`src/rtl/motor_cmd_sched.sv`:
```
// motor_cmd_sched: two-requester round-robin command scheduler in front of a
// single motor_arbit. Latches the winning requester's motion parameters,
// pulses start, supervises the move (interrupt / fault / abort / watchdog),
// acknowledges the motor interrupt and returns done+status to the owner.
module motor_cmd_sched #(
  parameter int unsigned BIT_A   = 19,
  parameter int unsigned BIT_V   = 19,
  parameter int unsigned BIT_S   = 19,
  parameter logic [31:0] TIMEOUT = 32'd100_000_000
) (
  input  logic                 clk,
  input  logic                 rst,
  // requester side
  input  logic [1:0]           req,
  input  logic [1:0]           abort,
  input  logic [9:0]           req_mode,
  input  logic [2*BIT_S-1:0]   req_pos,
  input  logic [2*BIT_V-1:0]   req_vmax,
  input  logic [2*BIT_A-1:0]   req_acc,
  input  logic [31:0]          req_vstart,
  input  logic [1:0]           req_dir,
  output logic [1:0]           grant,
  output logic [1:0]           done,
  output logic [1:0]           status,
  output logic [4:0]           err_code,
  // motor parameter bus and control
  output logic [4:0]           move_mode,
  output logic [BIT_S-1:0]     position_set,
  output logic [BIT_V-1:0]     max_speed,
  output logic [BIT_A-1:0]     acc,
  output logic [15:0]          start_speed,
  output logic                 set_dir,
  output logic                 start,
  output logic                 stop,
  output logic                 clear_mt_success,
  input  logic                 mt_success_int,
  input  logic [4:0]           error_data
);

  typedef enum logic [2:0] {
    S_IDLE,
    S_LOAD,
    S_START,
    S_RUN,
    S_STOP,
    S_CLEAR,
    S_DONE
  } state_t;

  localparam logic [1:0] ST_OK      = 2'd0;
  localparam logic [1:0] ST_ERROR   = 2'd1;
  localparam logic [1:0] ST_TIMEOUT = 2'd2;
  localparam logic [1:0] ST_ABORT   = 2'd3;

  state_t      state;
  state_t      next_state;
  logic        rr;           // favoured requester
  logic        owner;        // requester currently being served
  logic        winner;
  logic [31:0] wdog;
  logic [3:0]  clr_cnt;      // cycles spent in CLEAR, wraps to re-pulse the clear
  logic [1:0]  term_status;

  // Round-robin pick: favoured requester if it asks, otherwise the other one
  always_comb begin
    winner = req[rr] ? rr : ~rr;
  end

  // State register
  always_ff @(posedge clk or posedge rst) begin
    if (rst) begin
      state <= S_IDLE;
    end else begin
      state <= next_state;
    end
  end

  // Next-state logic and termination cause (error > success > abort > timeout)
  always_comb begin
    next_state  = state;
    term_status = ST_OK;
    case (state)
      S_IDLE: begin
        if (|req) begin
          next_state = S_LOAD;
        end
      end
      S_LOAD:  next_state = S_START;
      S_START: next_state = S_RUN;
      S_RUN: begin
        if (error_data != '0) begin
          term_status = ST_ERROR;
          next_state  = S_CLEAR;
        end else if (mt_success_int) begin
          term_status = ST_OK;
          next_state  = S_CLEAR;
        end else if (abort[owner]) begin
          term_status = ST_ABORT;
          next_state  = S_STOP;
        end else if (wdog == TIMEOUT - 32'd1) begin
          term_status = ST_TIMEOUT;
          next_state  = S_STOP;
        end
      end
      S_STOP: next_state = S_CLEAR;
      S_CLEAR: begin
        if (!mt_success_int) begin
          next_state = S_DONE;
        end
      end
      S_DONE:  next_state = S_IDLE;
      default: next_state = S_IDLE;
    endcase
  end

  // Moore control pulses decoded from the current state
  always_comb begin
    stop             = (state == S_STOP);
    clear_mt_success = (state == S_CLEAR) && (clr_cnt == '0);
    done             = (state == S_DONE) ? grant : '0;
  end

  // Owner selection, grant hold and round-robin pointer update
  always_ff @(posedge clk or posedge rst) begin
    if (rst) begin
      owner <= 1'b0;
      grant <= '0;
      rr    <= 1'b0;
    end else begin
      if (state == S_IDLE && (|req)) begin
        owner <= winner;
        grant <= winner ? 2'b10 : 2'b01;
      end else if (state == S_DONE) begin
        grant <= '0;
        rr    <= ~owner;
      end
    end
  end

  // Parameter bus: captured from the owner in LOAD, held until the next LOAD
  always_ff @(posedge clk or posedge rst) begin
    if (rst) begin
      move_mode    <= '0;
      position_set <= '0;
      max_speed    <= '0;
      acc          <= '0;
      start_speed  <= '0;
      set_dir      <= 1'b0;
    end else if (state == S_LOAD) begin
      move_mode    <= owner ? req_mode[9:5]               : req_mode[4:0];
      position_set <= owner ? req_pos[2*BIT_S-1:BIT_S]    : req_pos[BIT_S-1:0];
      max_speed    <= owner ? req_vmax[2*BIT_V-1:BIT_V]   : req_vmax[BIT_V-1:0];
      acc          <= owner ? req_acc[2*BIT_A-1:BIT_A]    : req_acc[BIT_A-1:0];
      start_speed  <= owner ? req_vstart[31:16]           : req_vstart[15:0];
      set_dir      <= owner ? req_dir[1]                  : req_dir[0];
    end
  end

  // Start is registered off START so it lands one cycle after the bus is valid
  always_ff @(posedge clk or posedge rst) begin
    if (rst) begin
      start <= 1'b0;
    end else begin
      start <= (state == S_START);
    end
  end

  // Watchdog: cleared in LOAD, counts RUN cycles, saturates instead of wrapping
  always_ff @(posedge clk or posedge rst) begin
    if (rst) begin
      wdog <= '0;
    end else if (state == S_LOAD) begin
      wdog <= '0;
    end else if (state == S_RUN && wdog != '1) begin
      wdog <= wdog + 32'd1;
    end
  end

  // CLEAR dwell counter; wraps every 16 cycles so the clear is re-pulsed
  always_ff @(posedge clk or posedge rst) begin
    if (rst) begin
      clr_cnt <= '0;
    end else if (state == S_CLEAR) begin
      clr_cnt <= clr_cnt + 4'd1;
    end else begin
      clr_cnt <= '0;
    end
  end

  // Status and motor error code captured on the cycle RUN terminates
  always_ff @(posedge clk or posedge rst) begin
    if (rst) begin
      status   <= '0;
      err_code <= '0;
    end else if (state == S_RUN && next_state != S_RUN) begin
      status   <= term_status;
      err_code <= error_data;
    end
  end

endmodule

```
`config.mk`:
```
export PLATFORM = sky130hd
export DESIGN_NAME = motor_cmd_sched
export DESIGN_NICKNAME = d
export VERILOG_FILES = /design/src/rtl/motor_cmd_sched.sv
export SDC_FILE = /design/constraint.sdc
export NUM_CORES = 1
export LEC_CHECK = 0
export CAP_MARGIN = 20
export CORE_MARGIN = 2
export CORE_UTILIZATION = 55
export CTS_CLUSTER_DIAMETER = 60
export DETAILED_ROUTE_END_ITERATION = 16
export DONT_BUFFER_PORTS = 1
export HOLD_SLACK_MARGIN = 0.02
export PLACE_DENSITY = 0.69
export SLEW_MARGIN = 20
export SYNTH_ARGS = -nofsm -noshare
export SYNTH_HDL_FRONTEND = slang
export SYNTH_SLANG_ARGS = --single-unit
```
`constraint.sdc`:
```
create_clock -name clk -period 4.65 [get_ports clk]
set_input_delay 1.1625 -clock clk [delete_from_list [all_inputs] [get_ports clk]]
set_output_delay 1.1625 -clock clk [all_outputs]
set_load 0.05 [all_outputs]
```
[After elaboration in Yosys (flattened, before gate mapping)]
Index checks and enable logic that the tools add are counted.
Storage, ports and cells
  word-level logic and storage cells: 72
  input port bits: 170
  register bits: 130
Operators by class
  bitwise logic cells: 3
  reduce and logical (&&, ||, !) cells: 11
  $lt $le $gt $ge: 2
  eq/ne operators: 9
  $add $sub $neg: 2
  multiplexer cells: 30
Operators by type and width (number)
  $mux 32: 2
  $mux 19: 3
  $add 32x1->32 const B: 1
  $eq 32x27->1 const B: 1
  $ne 32x32->1 const B: 1
  $mux 2: 9
  $mux 3: 6
  $pmux 3 s6: 1
  $mux 16: 1
  $eq 3x3->1 const B: 3
  $eq 3x2->1 const B: 2
  $mux 1: 6
  $mux 5: 1
  $reduce_bool 5->1: 1
  $add 4x1->4 const B: 1
  $logic_and 1x1->1: 4
  $logic_not 4->1: 1
  $lt 1x2->1 const B: 2
  $mux 4: 1
  $reduce_bool 2->1: 2
  $eq 3x1->1 const B: 1
  $logic_not 3->1: 1
  $ne 3x2->1 const B: 1
  $not 1->1: 3
  2 further kinds: 2

[Longest topological paths before layout]
  word-level depth: 8
  mapped depth: 9
  gate-level depth less buffers: 6

[Worst setup path before layout]
Ideal clock, no wire load.
  path kind: register -> output
  start point: reg state[2]
  end point: out clear_mt_success
  path buffers: 1
  stages on the path, launching flop included: 5
  data arrival time: 2.511 ns
  path slack: 0.977 ns
  path through: dfrtp_1 > clkbuf_1 > nor2b_1 > nand2_1 > nor4b_1
Between the ends
  longest elaborated chain between the ends: 2
Ends and longest elaborated chain
  from (decl): line 55  | state_t state;
  from (signal assigned): line 74  | state <= next_state;
  $eq 3x3->1: line 119  | clear_mt_success = (state == S_CLEAR) && (clr_cnt == '0);
  $logic_and 1x1->1: line 119
  to (decl): line 35  | output logic clear_mt_success,
No other way between the ends.

[Final worst setup path]
  start point: reg state[1]
  end point: out stop
Between the ends
  longest elaborated chain between the ends: 1
Ends and longest elaborated chain
  $eq 3x3->1: line 118  | stop = (state == S_STOP);
  to (decl): line 34  | output logic stop,
No other way between the ends.

==> run_summary.xml <==
<?xml version="1.0" encoding="UTF-8"?>
<metrics>
  <group name="synthesis">
    <metric name="postSynthRegisterBits" unit="">130</metric>
    <metric name="share_of_synthesized_area_occupied_by_flip_flops_and_latches" unit="%">51.3</metric>
    <metric name="postSynth.asyncResetShare" unit="%">100</metric>
    <metric name="synth-edff-count" unit="">0</metric>
    <metric name="synth_area" unit="sq um">6350</metric>
    <metric name="synthesis.yosys.warnings" unit="">0</metric>
    <metric name="distinct_cell_type_count_after_synthesis" unit="">52</metric>
    <metric name="syn_inst" unit="">639</metric>
    <metric name="dominantRegCellSynth" unit="">dfrtp_1</metric>
    <metric name="avg_inst_size_synth" unit="sq um">9.93</metric>
    <metric name="synth.net_count" unit="">812</metric>
  </group>
  <group name="clock_tree">
    <metric name="numClockSinks" unit="">130</metric>
    <metric name="cts_hold_buf" unit="">0</metric>
    <metric name="ctsRootBufferMaster" unit="">clkbuf_16</metric>
    <metric name="tritoncts_clock_tree" unit="">done</metric>
    <metric name="clock_tree.htree_level_count" unit="">4</metric>
    <metric name="clk_latency" unit="ns">0.42</metric>
    <metric name="cts-resized-gates" unit="">0</metric>
    <metric name="cts.path.max_buffers" unit="">2</metric>
    <metric name="cts.repair_timing.setup_buffer_count" unit="">0</metric>
    <metric name="numCtsBuffers" unit="">17</metric>
    <metric name="worst_setup_hold_path_clk_slew" unit="ns">0.06</metric>
  </group>
  <group name="global_routing">
    <metric name="globalRouteTotalUtil" unit="%">24.5</metric>
    <metric name="pin_count_of_the_biggest_net_entering_global_routing" unit="">123</metric>
    <metric name="via_count_of_the_first_global_routing_pass" unit="">4590</metric>
    <metric name="grt_first_pass_wirelength" unit="mm">24.1</metric>
    <metric name="global_route.overflow_total" unit="">0</metric>
    <metric name="grt_antenna_before_repair" unit="">0</metric>
  </group>
  <group name="die">
    <metric name="fp.dieArea" unit="sq um">12400</metric>
    <metric name="start_util" unit="%">56.1</metric>
    <metric name="io-pin-count" unit="">263</metric>
    <metric name="row_count" unit="">39</metric>
    <metric name="floorplan.die.height" unit="um">111</metric>
    <metric name="die_w" unit="um">111</metric>
    <metric name="floorplan_core_area" unit="sq um">11300</metric>
  </group>
  <group name="critical_path">
    <metric name="worstPathBufferInverterCount" unit="">0</metric>
    <metric name="ordered_list_of_cells_on_the_worst_path" unit="">nand2b_1 &gt; nor2_1</metric>
    <metric name="critical_path.startpoint_type" unit="">flop</metric>
    <metric name="data_arrival_time_of_the_worst_path" unit="ns">1.88</metric>
    <metric name="path_class" unit="">reg -&gt; out</metric>
    <metric name="slowest_stage" unit="">nor2_1</metric>
    <metric name="crit_fanout" unit="">16</metric>
    <metric name="timing.critical_path.to_type" unit="">output pin</metric>
    <metric name="crit_path_max_incr_delay" unit="ns">0.70</metric>
    <metric name="critical_path_required" unit="ns">3.49</metric>
    <metric name="worst_path_dominant_cell_family" unit="">simple AND/OR/NAND/NOR gates</metric>
  </group>
  <group name="place">
    <metric name="dp_hpwl" unit="mm">10.8</metric>
    <metric name="port_buffers" unit="">0</metric>
    <metric name="routabilityCongestion" unit="">0.839</metric>
  </group>
  <group name="route">
    <metric name="dr.pass1.iters" unit="">5</metric>
    <metric name="routed_wirelength" unit="mm">15.1</metric>
    <metric name="detail_route.drc_violations" unit="">0</metric>
    <metric name="routedWlPerCell" unit="um">19.4</metric>
    <metric name="route.detailed.vias_per_inst" unit="">6.10</metric>
    <metric name="route.antenna.remaining_nets" unit="">0</metric>
    <metric name="detail_route.iter0.violations" unit="">248</metric>
    <metric name="vias" unit="">4743</metric>
  </group>
  <group name="cells_and_area">
    <metric name="n_fill_cell" unit="">945</metric>
    <metric name="area_growth" unit="%">10.2</metric>
    <metric name="nNetsFinal" unit="">794</metric>
    <metric name="drive_gt1_share" unit="%">8.83</metric>
    <metric name="num_antenna_cells" unit="">0</metric>
  </group>
  <group name="sta">
    <metric name="report.final.hold_viol_count" unit="">0</metric>
    <metric name="relSlewSlack" unit="%">34.6</metric>
    <metric name="final.setup_skew" unit="ns">0.0125</metric>
    <metric name="fin_setup_tns" unit="ns">0</metric>
    <metric name="report.final.slew_viol_count" unit="">0</metric>
    <metric name="grt_setup_unrepaired" unit="">no</metric>
    <metric name="fmax" unit="GHz">0.329</metric>
    <metric name="final_min_period_over_clock_period" unit="%">65.5</metric>
    <metric name="layout_min_cycle_time" unit="ns">3.04</metric>
    <metric name="timing.final.setup_violations" unit="">0</metric>
    <metric name="least_margin_pin_slew" unit="ns">0.980</metric>
  </group>
  <group name="hold_path">
    <metric name="worstHoldPathType" unit="">reg -&gt; reg</metric>
  </group>
  <group name="power_and_ir_drop">
    <metric name="power-per-cell-area" unit="nW/um^2">822</metric>
    <metric name="irDropWorstVdd" unit="V">0.000781</metric>
    <metric name="total_leakage_power" unit="nW">3.13</metric>
    <metric name="power.total" unit="W">0.00575</metric>
  </group>
  <group name="flow_run">
    <metric name="cap_violations" unit="">0</metric>
  </group>
  <group name="status">
    <metric name="run_status" unit="">finished clean</metric>
  </group>
</metrics>
[power breakdown]
part           leakage [nW]  total (W)  internal [W]  switching, W
logic                  1.20    0.00123      0.000503      0.000731
clock network         0.278    0.00127      0.000767      0.000500
registers              1.66    0.00325       0.00153       0.00172
[final timing paths]
check | from | end | slack, ns | depth (start not counted)
max in group asynchronous | rst | wdog[8]$_DFFE_PP0P_ | 3.10 | 2
max | state[1]$_DFF_PP0_ | stop | 1.61 | 2
max reg2reg | state[1]$_DFF_PP0_ | wdog[30]$_DFFE_PP0P_ | 1.93 | 5
min in group asynchronous | rst | max_speed[15]$_DFFE_PP0P_ | 0.69 | 1
min | rr$_DFFE_PP0P_ | rr$_DFFE_PP0P_ | 0.48 | 2
min reg2reg | rr$_DFFE_PP0P_ | rr$_DFFE_PP0P_ | 0.48 | 2
[Yosys cell counts, types with 2 or more instances]
cell type	count	share of area [%]
a41o_2	2	0.35
buf_1	5	0.30
and3_1	5	0.49
dfrtp_1	130	51
xnor2_1	4	0.55
a2111oi_0	3	0.41
o31ai_1	12	1.4
nor2_1	18	1.1
and2_1	4	0.39
and3_2	2	0.24
ha_1	3	0.59
nor4_1	3	0.30
inv_1	6	0.35
a22o_1	6	0.83
clkbuf_1	27	1.6
o211ai_1	5	0.59
or2_2	2	0.20
o21ai_0	93	7.3
nand3_1	19	1.5
xor2_1	2	0.28
nand2_1	109	6.4
nand4_1	8	0.79
buf_2	7	0.55
a31oi_1	4	0.39
mux2i_1	83	13
and4_1	3	0.41
a21oi_1	18	1.4
nor2b_1	2	0.20
and4_4	2	0.35
or4_1	12	1.4
nand3b_1	3	0.35
and4_2	3	0.47
nor3_1	9	0.71
or3_1	4	0.39
nand2b_1	4	0.39
[layout make-up]
type	count	area [sq um]	share of cell area [%]
flip-flops and latches	130	3260	46.6
multi-input cells	461	2890	41.4
clock buffers	21	460	6.58
well taps	143	179	2.56
clock inverters	11	105	1.50
repair buffers	5	73.8	1.06
inverters	6	25.0	0.358
[registers in the layout (all words and copies together) (netlist names), 2 cells and up]
name,flops
move_mode,5
acc,19
max_speed,19
start_speed,16
wdog,32
position_set,19
grant,2
state,3
clr_cnt,4
err_code,5
status,2
[worst reg2reg max path, stage by stage, from the launching register on]
cell,delay (ns)
dfrtp_1,0.60
and3b_1,0.53
nand2_1,0.36
or4_1,0.66
or3_1,0.34
a21oi_1,0.14
[routing by layer]
layer / vias to the layer above / share of wire (%) / track usage [%]
met3: 21 / 7.0 / 6.80
li1: 2270 / - / -
met4: 0 / 1.2 / 7.08
met1: 2239 / 42 / 32.5
met5: - / 0 / 0
met2: 213 / 50 / 40.0
[placed cells by master, fill, tap and decap left out, types with 3 or more instances in the layout]
| cell | count |
|---|---|
| o21ai_0 | 93 |
| o211ai_1 | 5 |
| nor3_1 | 9 |
| and4_2 | 3 |
| nand2_1 | 109 |
| and4_1 | 3 |
| ha_1 | 3 |
| xnor2_1 | 4 |
| or4_1 | 12 |
| a31oi_1 | 4 |
| and3_1 | 5 |
| nand3b_1 | 3 |
| clkinv_4 | 4 |
| dfrtp_1 | 129 |
| nand4_1 | 8 |
| and2_1 | 4 |
| inv_1 | 5 |
| mux2i_1 | 83 |
| a21oi_1 | 18 |
| a22o_1 | 6 |
| a2111oi_0 | 3 |
| nor2_1 | 17 |
| nand2b_1 | 4 |
| clkinv_2 | 3 |
| nand3_1 | 19 |
| o31ai_1 | 12 |
| nor4_1 | 3 |
| or3_1 | 4 |
| clkbuf_16 | 17 |
[kinds of logic after synthesis]
group           count (synthesis)  share of synthesized area, %
simple gates                  221                          17.5
buf+inv                        48                          3.33
mux                            83                          13.1
flops                         130                          51.3
compound gates                148                          13.4
fa+ha+maj                       3                         0.592
xor+xnor                        6                         0.828
[stage by stage]
step,setup slack (ns),utilization (%),instances,hold WS [ns],instance area [sq um]
floorplan,0.0182,-,639,0.441,6350
global placement,2.04,56.5,744,0.457,6400
detailed placement,1.91,56.5,744,0.468,6400
CTS,1.58,61.5,776,0.481,6960
global route,1.48,61.8,777,0.522,6990
finish,1.61,61.8,777,0.478,6990
Power figures use the tool's default switching activity.
